[config.mk]
export PLATFORM = sky130hd
export DESIGN_NAME = axi_ram_wr_if
export DESIGN_NICKNAME = d
export VERILOG_FILES = /design/src/rtl/axi_ram_wr_if.sv
export SDC_FILE = /design/constraint.sdc
export NUM_CORES = 1
export LEC_CHECK = 0
export ABC_AREA = 1
export CORE_AREA = 5 5 96 134
export DETAILED_ROUTE_END_ITERATION = 8
export DIE_AREA = 0 0 101 139
export PLACE_DENSITY = 0.83
export SETUP_SLACK_MARGIN = 0.02
export SYNTH_ARGS = -nofsm -noshare
export SYNTH_HDL_FRONTEND = slang
export SYNTH_SLANG_ARGS = --single-unit
[constraint.sdc]
create_clock -name clk -period 1.85 [get_ports clk]
set_input_delay 0.2775 -clock clk [delete_from_list [all_inputs] [get_ports clk]]
set_output_delay 0.2775 -clock clk [all_outputs]
set_load 0.01 [all_outputs]
[src/rtl/axi_ram_wr_if.sv]
// AXI4 write-channel front end for RAM-backed slaves.
// Accepts one AW burst at a time, emits one RAM write command per W beat with
// an incrementing per-beat address, then returns a single OKAY B response.
module axi_ram_wr_if #(
  parameter int DATA_WIDTH    = 32,
  parameter int ADDR_WIDTH    = 16,
  parameter int STRB_WIDTH    = DATA_WIDTH / 8,
  parameter int ID_WIDTH      = 8,
  parameter bit AWUSER_ENABLE = 1'b0,
  parameter int AWUSER_WIDTH  = 1,
  parameter bit WUSER_ENABLE  = 1'b0,
  parameter int WUSER_WIDTH   = 1,
  parameter int BUSER_WIDTH   = 1
) (
  input  logic                    clk,
  input  logic                    rst,

  input  logic [ID_WIDTH-1:0]     s_axi_awid,
  input  logic [ADDR_WIDTH-1:0]   s_axi_awaddr,
  input  logic [7:0]              s_axi_awlen,
  input  logic [2:0]              s_axi_awsize,
  input  logic [1:0]              s_axi_awburst,
  input  logic                    s_axi_awlock,
  input  logic [3:0]              s_axi_awcache,
  input  logic [2:0]              s_axi_awprot,
  input  logic [3:0]              s_axi_awqos,
  input  logic [3:0]              s_axi_awregion,
  input  logic [AWUSER_WIDTH-1:0] s_axi_awuser,
  input  logic                    s_axi_awvalid,
  output logic                    s_axi_awready,

  input  logic [DATA_WIDTH-1:0]   s_axi_wdata,
  input  logic [STRB_WIDTH-1:0]   s_axi_wstrb,
  input  logic                    s_axi_wlast,
  input  logic [WUSER_WIDTH-1:0]  s_axi_wuser,
  input  logic                    s_axi_wvalid,
  output logic                    s_axi_wready,

  output logic [ID_WIDTH-1:0]     s_axi_bid,
  output logic [1:0]              s_axi_bresp,
  output logic [BUSER_WIDTH-1:0]  s_axi_buser,
  output logic                    s_axi_bvalid,
  input  logic                    s_axi_bready,

  output logic [ID_WIDTH-1:0]     ram_wr_cmd_id,
  output logic [ADDR_WIDTH-1:0]   ram_wr_cmd_addr,
  output logic                    ram_wr_cmd_lock,
  output logic [3:0]              ram_wr_cmd_cache,
  output logic [2:0]              ram_wr_cmd_prot,
  output logic [3:0]              ram_wr_cmd_qos,
  output logic [3:0]              ram_wr_cmd_region,
  output logic [AWUSER_WIDTH-1:0] ram_wr_cmd_auser,
  output logic [DATA_WIDTH-1:0]   ram_wr_cmd_data,
  output logic [STRB_WIDTH-1:0]   ram_wr_cmd_strb,
  output logic [WUSER_WIDTH-1:0]  ram_wr_cmd_wuser,
  output logic                    ram_wr_cmd_en,
  output logic                    ram_wr_cmd_last,
  input  logic                    ram_wr_cmd_ready
);

  // Widest transfer size the data bus can carry; larger awsize is clamped.
  localparam logic [2:0] SIZE_MAX = 3'($clog2(STRB_WIDTH));

  typedef enum logic [1:0] {StIdle, StBurst, StResp} state_t;

  state_t                  r_state;
  logic                    r_awready;
  logic                    r_bvalid;
  logic [ID_WIDTH-1:0]     r_bid;
  logic [ID_WIDTH-1:0]     r_id;
  logic [ADDR_WIDTH-1:0]   r_addr;
  logic                    r_lock;
  logic [3:0]              r_cache;
  logic [2:0]              r_prot;
  logic [3:0]              r_qos;
  logic [3:0]              r_region;
  logic [AWUSER_WIDTH-1:0] r_auser;
  logic [7:0]              r_count;
  logic [2:0]              r_size;
  logic [1:0]              r_burst;

  logic                    w_in_burst;
  logic                    w_beat;
  logic [2:0]              w_size_clamp;
  logic [ADDR_WIDTH-1:0]   w_addr_step;
  logic                    w_unused;

  // Beat handshake and per-beat address step.
  always_comb begin
    w_in_burst   = (r_state == StBurst);
    w_beat       = w_in_burst && s_axi_wvalid && ram_wr_cmd_ready;
    w_size_clamp = (s_axi_awsize > SIZE_MAX) ? SIZE_MAX : s_axi_awsize;
    w_addr_step  = ADDR_WIDTH'(1) << r_size;
  end

  // wlast is deliberately ignored: the latched awlen decides the last beat.
  assign w_unused = ^{s_axi_wlast};

  // Burst FSM: latch AW, walk the beats, hold the B response until accepted.
  always_ff @(posedge clk or posedge rst) begin
    if (rst) begin
      r_state   <= StIdle;
      r_awready <= 1'b0;
      r_bvalid  <= 1'b0;
      r_bid     <= '0;
      r_id      <= '0;
      r_addr    <= '0;
      r_lock    <= 1'b0;
      r_cache   <= '0;
      r_prot    <= '0;
      r_qos     <= '0;
      r_region  <= '0;
      r_auser   <= '0;
      r_count   <= '0;
      r_size    <= '0;
      r_burst   <= '0;
    end else begin
      unique case (r_state)
        StIdle: begin
          if (r_awready && s_axi_awvalid) begin
            r_id      <= s_axi_awid;
            r_addr    <= s_axi_awaddr;
            r_lock    <= s_axi_awlock;
            r_cache   <= s_axi_awcache;
            r_prot    <= s_axi_awprot;
            r_qos     <= s_axi_awqos;
            r_region  <= s_axi_awregion;
            r_auser   <= s_axi_awuser;
            r_count   <= s_axi_awlen;
            r_size    <= w_size_clamp;
            r_burst   <= s_axi_awburst;
            r_awready <= 1'b0;
            r_state   <= StBurst;
          end else begin
            r_awready <= 1'b1;
          end
        end
        StBurst: begin
          if (w_beat) begin
            // FIXED keeps the address; WRAP is handled like INCR.
            if (r_burst != 2'b00) begin
              r_addr <= r_addr + w_addr_step;
            end
            r_count <= r_count - 8'd1;
            if (r_count == 8'd0) begin
              r_bvalid <= 1'b1;
              r_bid    <= r_id;
              r_state  <= StResp;
            end
          end
        end
        StResp: begin
          if (s_axi_bready) begin
            r_bvalid  <= 1'b0;
            r_awready <= 1'b1;
            r_state   <= StIdle;
          end
        end
        default: r_state <= StIdle;
      endcase
    end
  end

  assign s_axi_awready = r_awready;
  assign s_axi_wready  = w_in_burst && ram_wr_cmd_ready;

  assign s_axi_bid     = r_bid;
  assign s_axi_bresp   = 2'b00;
  assign s_axi_buser   = '0;
  assign s_axi_bvalid  = r_bvalid;

  assign ram_wr_cmd_id     = r_id;
  assign ram_wr_cmd_addr   = r_addr;
  assign ram_wr_cmd_lock   = r_lock;
  assign ram_wr_cmd_cache  = r_cache;
  assign ram_wr_cmd_prot   = r_prot;
  assign ram_wr_cmd_qos    = r_qos;
  assign ram_wr_cmd_region = r_region;
  assign ram_wr_cmd_auser  = AWUSER_ENABLE ? r_auser : '0;
  assign ram_wr_cmd_data   = s_axi_wdata;
  assign ram_wr_cmd_strb   = s_axi_wstrb;
  assign ram_wr_cmd_wuser  = WUSER_ENABLE ? s_axi_wuser : '0;
  assign ram_wr_cmd_en     = w_in_burst && s_axi_wvalid;
  assign ram_wr_cmd_last   = (r_count == 8'd0);

endmodule

==> impl_metrics.tcl, run 1 <==
set metrics [dict create \
    cap_violations 0 \
    violations "negative setup slack" \
    rows 47 \
    hpwlAfterDp_um 7710 \
    ant_nets 0 \
    worstSetupStartpointType "flip-flop" \
    comb_power_share 0.559 \
    timing.reg2reg.setup_slack_ns -0.14 \
    preCtsSetupSlack_ns -0.188 \
    finalCritPeriodShare 1.08 \
    drt-total-wl_um 11100 \
    peakVddDrop_uv 733 \
    ff2ff_path_depth 12 \
    die_y_um 139 \
    setup-tns-final_ns -0.874 \
    grt_pass1_wl_um 17300 \
    vias 3737 \
    finClkSkew_ns 0.00497 \
    p_switching_w 0.00395 \
    path_max_fanout 4 \
    reg2reg_to "ram_wr_cmd_addr[8]$_DFFE_PP0P_" \
    grt_max_degree 56 \
    syn_area_sq_mm 0.00394 \
    p_sw_frac 0.414 \
    critPathKind "flip-flop to flip-flop" \
    drive_gt1_frac 0.201 \
    core_area_sq_mm 0.0116 \
    final.setup.worst_slack_ns -0.143 \
    area_delta_synth_final_pct 46.9 \
    initial_core_util 0.340 \
    cp.buffers_inverters 3 \
    p_total_w 0.00956 \
    p_int_w 0.00560 \
    ys_warn_count 0 \
    pwr_density_cell_mw_per_mm2 1650 \
    yosysUniqueCellTypes 35 \
    overflow 0 \
    drt_iter0_markers 105 \
    cts_sinks 65 \
    cp.arrival_ns 2.22 \
    total_leakage_power_nw 2.79 \
    htreeDepth 3 \
    gp_congestion 0.865 \
    cts_tree "built" \
    grt_antenna_before_repair 0 \
    nets 761 \
    fmax_ghz 0.502 \
    setup_violations 12 \
    drc 0 \
    grt_pass1_vias 3615 \
    drv_slew 0 \
    rsz0062_at_grt "true" \
    crit_chain "inv_2 > buf_6 > nor3_4 > ha_4 > a21oi_2 > nor2_1 > nor2_1 > nand2_2 > nor2_1 > o21bai_1 > nand2_1 > inv_1" \
    clock_latency_ns 0.33 \
    finalHoldViolations 0 \
    cts-buffers-inserted 9 \
    holdWs_ns 0.248 \
    die-area_sq_mm 0.0140 \
    timing.rr.start "r_size[0]$_DFFE_PP0P_" \
    synth-seq-cells 65 \
    ios 192 \
    clkPwrFrac 0.166 \
    critPathRequiredTime_ns 2.07 \
    path_clk_slew_ns 0.06 \
    diodes 0 \
    slowest_delay_ns 0.44 \
    crit_slowest_cell "dfrtp_2" \
    grt_usage 0.155 \
    clk_path_buf_depth 2 \
    wl_per_cell_um 13.8 \
    seqPwrFrac 0.276 \
    path_delay_family "simple AND/OR/NAND/NOR gates" \
    hold_class "primary input to asynchronous set/reset pin" \
    drt_pass1_iterations 4 \
    status "complete, but fails checks" \
    ctsRootBufferMaster "clkbuf_16" \
    final.fill_count 1046 \
    vias_per_cell 4.65 \
    end_kind "flip-flop" \
    syn-instance-count 544 \
    dieWidth_um 101 \
    crit_top_cell "nor2_1" \
    synth-seq-area-share 0.413 \
    port-buffer-count 111 \
    final.min_clock_period_ns 1.99 \
    syn_avg_cell_area_sq_um 7.24 \
]
==> layout make-up <==
cell class / count / area (sq um) / area share
Timing Repair Buffer: 149 / 1440 / 0.249
Sequential cell: 65 / 1630 / 0.282
Inverter: 50 / 199 / 0.0344
Clock buffer: 10 / 239 / 0.0413
Multi-Input combinational cell: 377 / 2040 / 0.354
Tap cell: 147 / 184 / 0.0318
Clock inverter: 6 / 43.8 / 0.00757
==> cells in the mapped netlist <==
cell type / number / area [sq um]
ha_1: 10 / 125
dfrtp_1: 65 / 1630
a21o_1: 1 / 7.51
o21ai_0: 21 / 105
buf_2: 2 / 10.0
o22ai_1: 1 / 6.26
o21bai_1: 2 / 15.0
a31oi_1: 1 / 6.26
nor2_4: 2 / 22.5
nand3_1: 27 / 135
a21boi_2: 1 / 11.3
nor3_1: 11 / 55.1
and2_1: 3 / 18.8
a22oi_1: 1 / 7.51
a21boi_0: 1 / 7.51
o211ai_1: 3 / 22.5
buf_4: 43 / 323
inv_1: 46 / 173
a21oi_1: 13 / 65.1
or2_2: 2 / 12.5
buf_6: 2 / 22.5
nor2_1: 57 / 214
clkbuf_1: 9 / 33.8
nor2_2: 1 / 6.26
o31ai_2: 2 / 25.0
nand2_1: 200 / 751
xor2_1: 4 / 35.0
nand3b_1: 2 / 15.0
o21ai_1: 1 / 5.00
nand2_4: 1 / 11.3
inv_2: 4 / 15.0
conb_1: 1 / 3.75
nand2_2: 1 / 6.26
xnor2_1: 2 / 17.5
fa_1: 1 / 20.0
==> cells by family (layout without fill, tap and decap cells) <==
logic type	Yosys count	count (layout)	synth area share
buf+inv	106	215	0.147
flops	65	65	0.413
fa+ha+maj	11	11	0.0369
other cells	1	5	0.000953
xor+xnor	6	6	0.0134
compound gates	48	48	0.0722
simple gates	307	307	0.317
==> power groups by stage <==
stage | Combinational [W] | Clock, W | Sequential (W)
2_1_floorplan | 0.00255 | 0 | 0.00271
3_3_place_gp | 0.00461 | 0 | 0.00256
3_5_place_dp | 0.00472 | 0 | 0.00259
4_1_cts | 0.00498 | 0.00163 | 0.00262
5_1_grt | 0.00590 | 0.00169 | 0.00272
6_report | 0.00534 | 0.00158 | 0.00263
==> metal layers <==
metal,GRT usage,share of wire
met4,0.0854,0.034
met2,0.271,0.53
met5,0,0
met1,0.165,0.37
met3,0.0438,0.062
==> what timing repair did <==
item	in CTS	in global routing
gates resized for setup	56	35
pin swaps	17	32
hold buffers	0	0
hold endpoints to repair	0	0
setup endpoints to repair	17	23
setup buffers	5	4
==> worst register-to-register path: cells and delay by family (launching register included) <==
kind / cells / cell delay (ns)
AO/OA/AOI/OAI: 2 / 0.27
AND/OR/NAND/NOR: 6 / 0.69
flip-flops: 1 / 0.44
buffers and inverters: 3 / 0.24
adder cells (fa/ha/maj): 1 / 0.25
==> placed cells by master, fill, tap and decap left out, types with 2 or more instances in the layout <==
| cell type | netlist | layout |
|---|---|---|
| nand2_1 | 200 | 182 |
| a21oi_2 | 0 | 4 |
| o21ai_0 | 21 | 18 |
| and2_4 | 0 | 2 |
| nor3_4 | 0 | 6 |
| dfrtp_1 | 65 | 62 |
| xor2_1 | 4 | 4 |
| nand3b_1 | 2 | 2 |
| inv_2 | 4 | 10 |
| buf_6 | 2 | 4 |
| nor2_1 | 57 | 55 |
| nor2_4 | 2 | 3 |
| nand3_1 | 27 | 23 |
| conb_1 | 1 | 5 |
| a21oi_1 | 13 | 9 |
| clkdlybuf4s50_1 | 0 | 108 |
| nor2_2 | 1 | 2 |
| clkinvlp_4 | 0 | 5 |
| o21ai_1 | 1 | 4 |
| nand2_2 | 1 | 16 |
| dfrtp_2 | 0 | 3 |
| o31ai_2 | 2 | 2 |
| o211ai_1 | 3 | 3 |
| inv_4 | 0 | 3 |
| ha_1 | 10 | 2 |
| dlygate4sd2_1 | 0 | 2 |
| buf_12 | 0 | 3 |
| xnor2_1 | 2 | 2 |
| buf_4 | 43 | 31 |
| nand3_2 | 0 | 4 |
| nand2_4 | 1 | 4 |
| clkbuf_16 | 0 | 9 |
| ha_4 | 0 | 7 |
| nor3_2 | 0 | 4 |
| inv_1 | 46 | 36 |
==> sequential cells by signal (all words and copies together) (netlist names) <==
register,cells
r_burst,2
r_count,8
r_size,3
r_state,2
ram_wr_cmd_addr,16
ram_wr_cmd_cache,4
ram_wr_cmd_id,8
ram_wr_cmd_lock,1
ram_wr_cmd_prot,3
ram_wr_cmd_qos,4
ram_wr_cmd_region,4
s_axi_awready,1
s_axi_bid,8
s_axi_bvalid,1
==> worst max-delay path by stage <==
stage	startpoint	to	slack, ns	depth (start not counted)
2_1_floorplan	r_size[2]$_DFFE_PP0P_	ram_wr_cmd_addr[12]$_DFFE_PP0P_	0.06	12
3_3_place_gp	r_size[2]$_DFFE_PP0P_	ram_wr_cmd_addr[11]$_DFFE_PP0P_	-0.14	13
3_5_place_dp	r_size[2]$_DFFE_PP0P_	ram_wr_cmd_addr[15]$_DFFE_PP0P_	-0.19	13
4_1_cts	r_size[0]$_DFFE_PP0P_	ram_wr_cmd_addr[15]$_DFFE_PP0P_	-0.04	14
5_1_grt	r_size[0]$_DFFE_PP0P_	ram_wr_cmd_addr[8]$_DFFE_PP0P_	-0.23	12
6_report	r_size[0]$_DFFE_PP0P_	ram_wr_cmd_addr[8]$_DFFE_PP0P_	-0.14	12
==> stage by stage <==
step	instances	utilization	instance area (sq um)
after floorplan	548	-	3960
after global placement	779	0.442	5120
after detailed placement	779	0.442	5120
after CTS	800	0.483	5590
after global routing	804	0.499	5780
final	804	0.499	5780
Power figures use the tool's default switching activity.
==> run 2: changes to the inputs <==
--- a/config.mk
+++ b/config.mk
@@ -10,7 +10,9 @@
 export DETAILED_ROUTE_END_ITERATION = 8
 export DIE_AREA = 0 0 101 139
 export PLACE_DENSITY = 0.83
+export RECOVER_POWER = 50
 export SETUP_SLACK_MARGIN = 0.02
+export SLEW_MARGIN = 15
 export SYNTH_ARGS = -nofsm -noshare
 export SYNTH_HDL_FRONTEND = slang
 export SYNTH_SLANG_ARGS = --single-unit
==> impl_metrics.tcl, run 2 (synthesis gave the netlist of run 1 again) <==
set metrics [dict create \
    finClkSkew_ns 0.00495 \
    timing.rr.start "r_size[0]$_DFFE_PP0P_" \
    overflow 0 \
    path_delay_family "simple AND/OR/NAND/NOR gates" \
    grt_util_met3 0.0438 \
    ant_nets 0 \
    final_util 0.496 \
    nets 761 \
    grt_antenna_before_repair 0 \
    end_kind "flip-flop" \
    final.min_clock_period_ns 2.00 \
    path_max_fanout 4 \
    rsz0062_at_grt "true" \
    drt_iter0_markers 107 \
    placed_cell_area_sq_mm 0.00512 \
    status "complete, but fails checks" \
    peakVddDrop_uv 731 \
    dieWidth_um 101 \
    drc 0 \
    worstSetupStartpointType "flip-flop" \
    cap_violations 0 \
    grt.busiest_layer "met2" \
    die_y_um 139 \
    timing.reg2reg.setup_slack_ns -0.15 \
    wl_per_cell_um 13.9 \
    slowest_delay_ns 0.44 \
    slew_headroom 0.469 \
    initial_core_util 0.340 \
    crit_top_cell "nor2_1" \
    final_cell_mix "182 x nand2_1, 107 x clkdlybuf4s50_1, 62 x dfrtp_1" \
    hold_buffers 0 \
    hpwlAfterDp_um 7710 \
    vias_per_cell 4.66 \
    htreeDepth 3 \
    violations "negative setup slack" \
    vias 3743 \
    clock_latency_ns 0.33 \
    cts_tree "built" \
    finalCritPeriodShare 1.08 \
    cts-buffers-inserted 9 \
    gr-usage-met1 0.165 \
    drt-total-wl_um 11100 \
    ios 192 \
    clk_path_buf_depth 2 \
    cp.buffers_inverters 3 \
    critPathRequiredTime_ns 2.07 \
    rows 47 \
    path_clk_slew_ns 0.06 \
    area_delta_synth_final_pct 46.1 \
    drv_slew 0 \
    crit_slowest_cell "dfrtp_2" \
    pwr_density_cell_mw_per_mm2 1660 \
    finalHoldViolations 0 \
    core_area_sq_mm 0.0116 \
    worst_pin_slew_ns 0.797 \
    largest_reg_flops 16 \
    cp.arrival_ns 2.22 \
    fmax_ghz 0.501 \
    ff2ff_path_depth 12 \
    cts_sinks 65 \
    total_leakage_power_nw 2.78 \
    die-area_sq_mm 0.0140 \
    reg2reg_to "ram_wr_cmd_addr[8]$_DFFE_PP0P_" \
    grt_max_degree 56 \
    hold_class "primary input to asynchronous set/reset pin" \
    port-buffer-count 111 \
    grt_pass1_vias 3615 \
    diodes 0 \
    drt_pass1_iterations 4 \
    grt_pass1_wl_um 17300 \
    final.setup.worst_slack_ns -0.146 \
    critPathKind "flip-flop to flip-flop" \
    setup_violations 12 \
    grt_usage 0.155 \
    grt_use_met2 0.271 \
    final_area_sq_mm 0.00575 \
    crit_chain "inv_2 > buf_6 > nor3_4 > ha_4 > a21oi_2 > nor2_1 > nor2_1 > nand2_2 > nor2_1 > o21bai_1 > nand2_1 > inv_1" \
    gp_congestion 0.865 \
    drive_gt1_frac 0.199 \
    ctsRootBufferMaster "clkbuf_16" \
    final_common_cell "nand2_1" \
]
[run 2: layer usage]
layer | vias up | part of all wire
met5 | - | 0
met4 | 0 | 0.034
met3 | 50 | 0.064
met2 | 128 | 0.53
met1 | 1697 | 0.37
li1 | 1868 | -
[run 2: worst max path at each step]
stage                                     start                         endpoint  slack (ns)  cells after the start
after global placement    r_size[2]$_DFFE_PP0P_  ram_wr_cmd_addr[11]$_DFFE_PP0P_       -0.14                     13
after global routing      r_size[0]$_DFFE_PP0P_   ram_wr_cmd_addr[8]$_DFFE_PP0P_       -0.23                     12
after CTS                 r_size[0]$_DFFE_PP0P_  ram_wr_cmd_addr[15]$_DFFE_PP0P_       -0.04                     14
after detailed placement  r_size[2]$_DFFE_PP0P_  ram_wr_cmd_addr[15]$_DFFE_PP0P_       -0.19                     13
final                     r_size[0]$_DFFE_PP0P_   ram_wr_cmd_addr[8]$_DFFE_PP0P_       -0.15                     12
after floorplan           r_size[2]$_DFFE_PP0P_  ram_wr_cmd_addr[12]$_DFFE_PP0P_        0.06                     12
[run 2: through the flow]
step / setup TNS, ns / worst slack (ns) / hold slack [ns] / total power [W] / instances
floorplan: 0 / 0.0611 / 0.384 / 0.00526 / 548
global placement: -1.21 / -0.141 / 0.452 / 0.00717 / 779
detailed placement: -1.71 / -0.188 / 0.457 / 0.00731 / 779
CTS: -0.284 / -0.0447 / 0.239 / 0.00923 / 800
global route: -2.74 / -0.232 / 0.438 / 0.0103 / 804
finish: -0.898 / -0.146 / 0.411 / 0.00952 / 804
[run 2: layout make-up]
| type | count | area, sq um |
|---|---|---|
| repair buffers | 149 | 1410 |
| multi-input cells | 377 | 2040 |
| well taps | 147 | 184 |
| inverters | 50 | 196 |
| fillers | 1050 | 5840 |
| flip-flops and latches | 65 | 1630 |
| clock buffers | 10 | 239 |
| clock inverters | 6 | 43.8 |
[run 2: power by group]
part,leakage (nW),internal (W),switching (W)
registers,0.802,0.00206,0.000571
logic,1.85,0.00257,0.00273
clock network,0.127,0.000941,0.000642
[run 2: repair_timing]
action,4_1_cts,5_1_grt
resized for setup,56,35
endpoints found under the setup margin,17,23
hold endpoints to repair,0,0
setup buffers,5,4
pin swaps,17,32
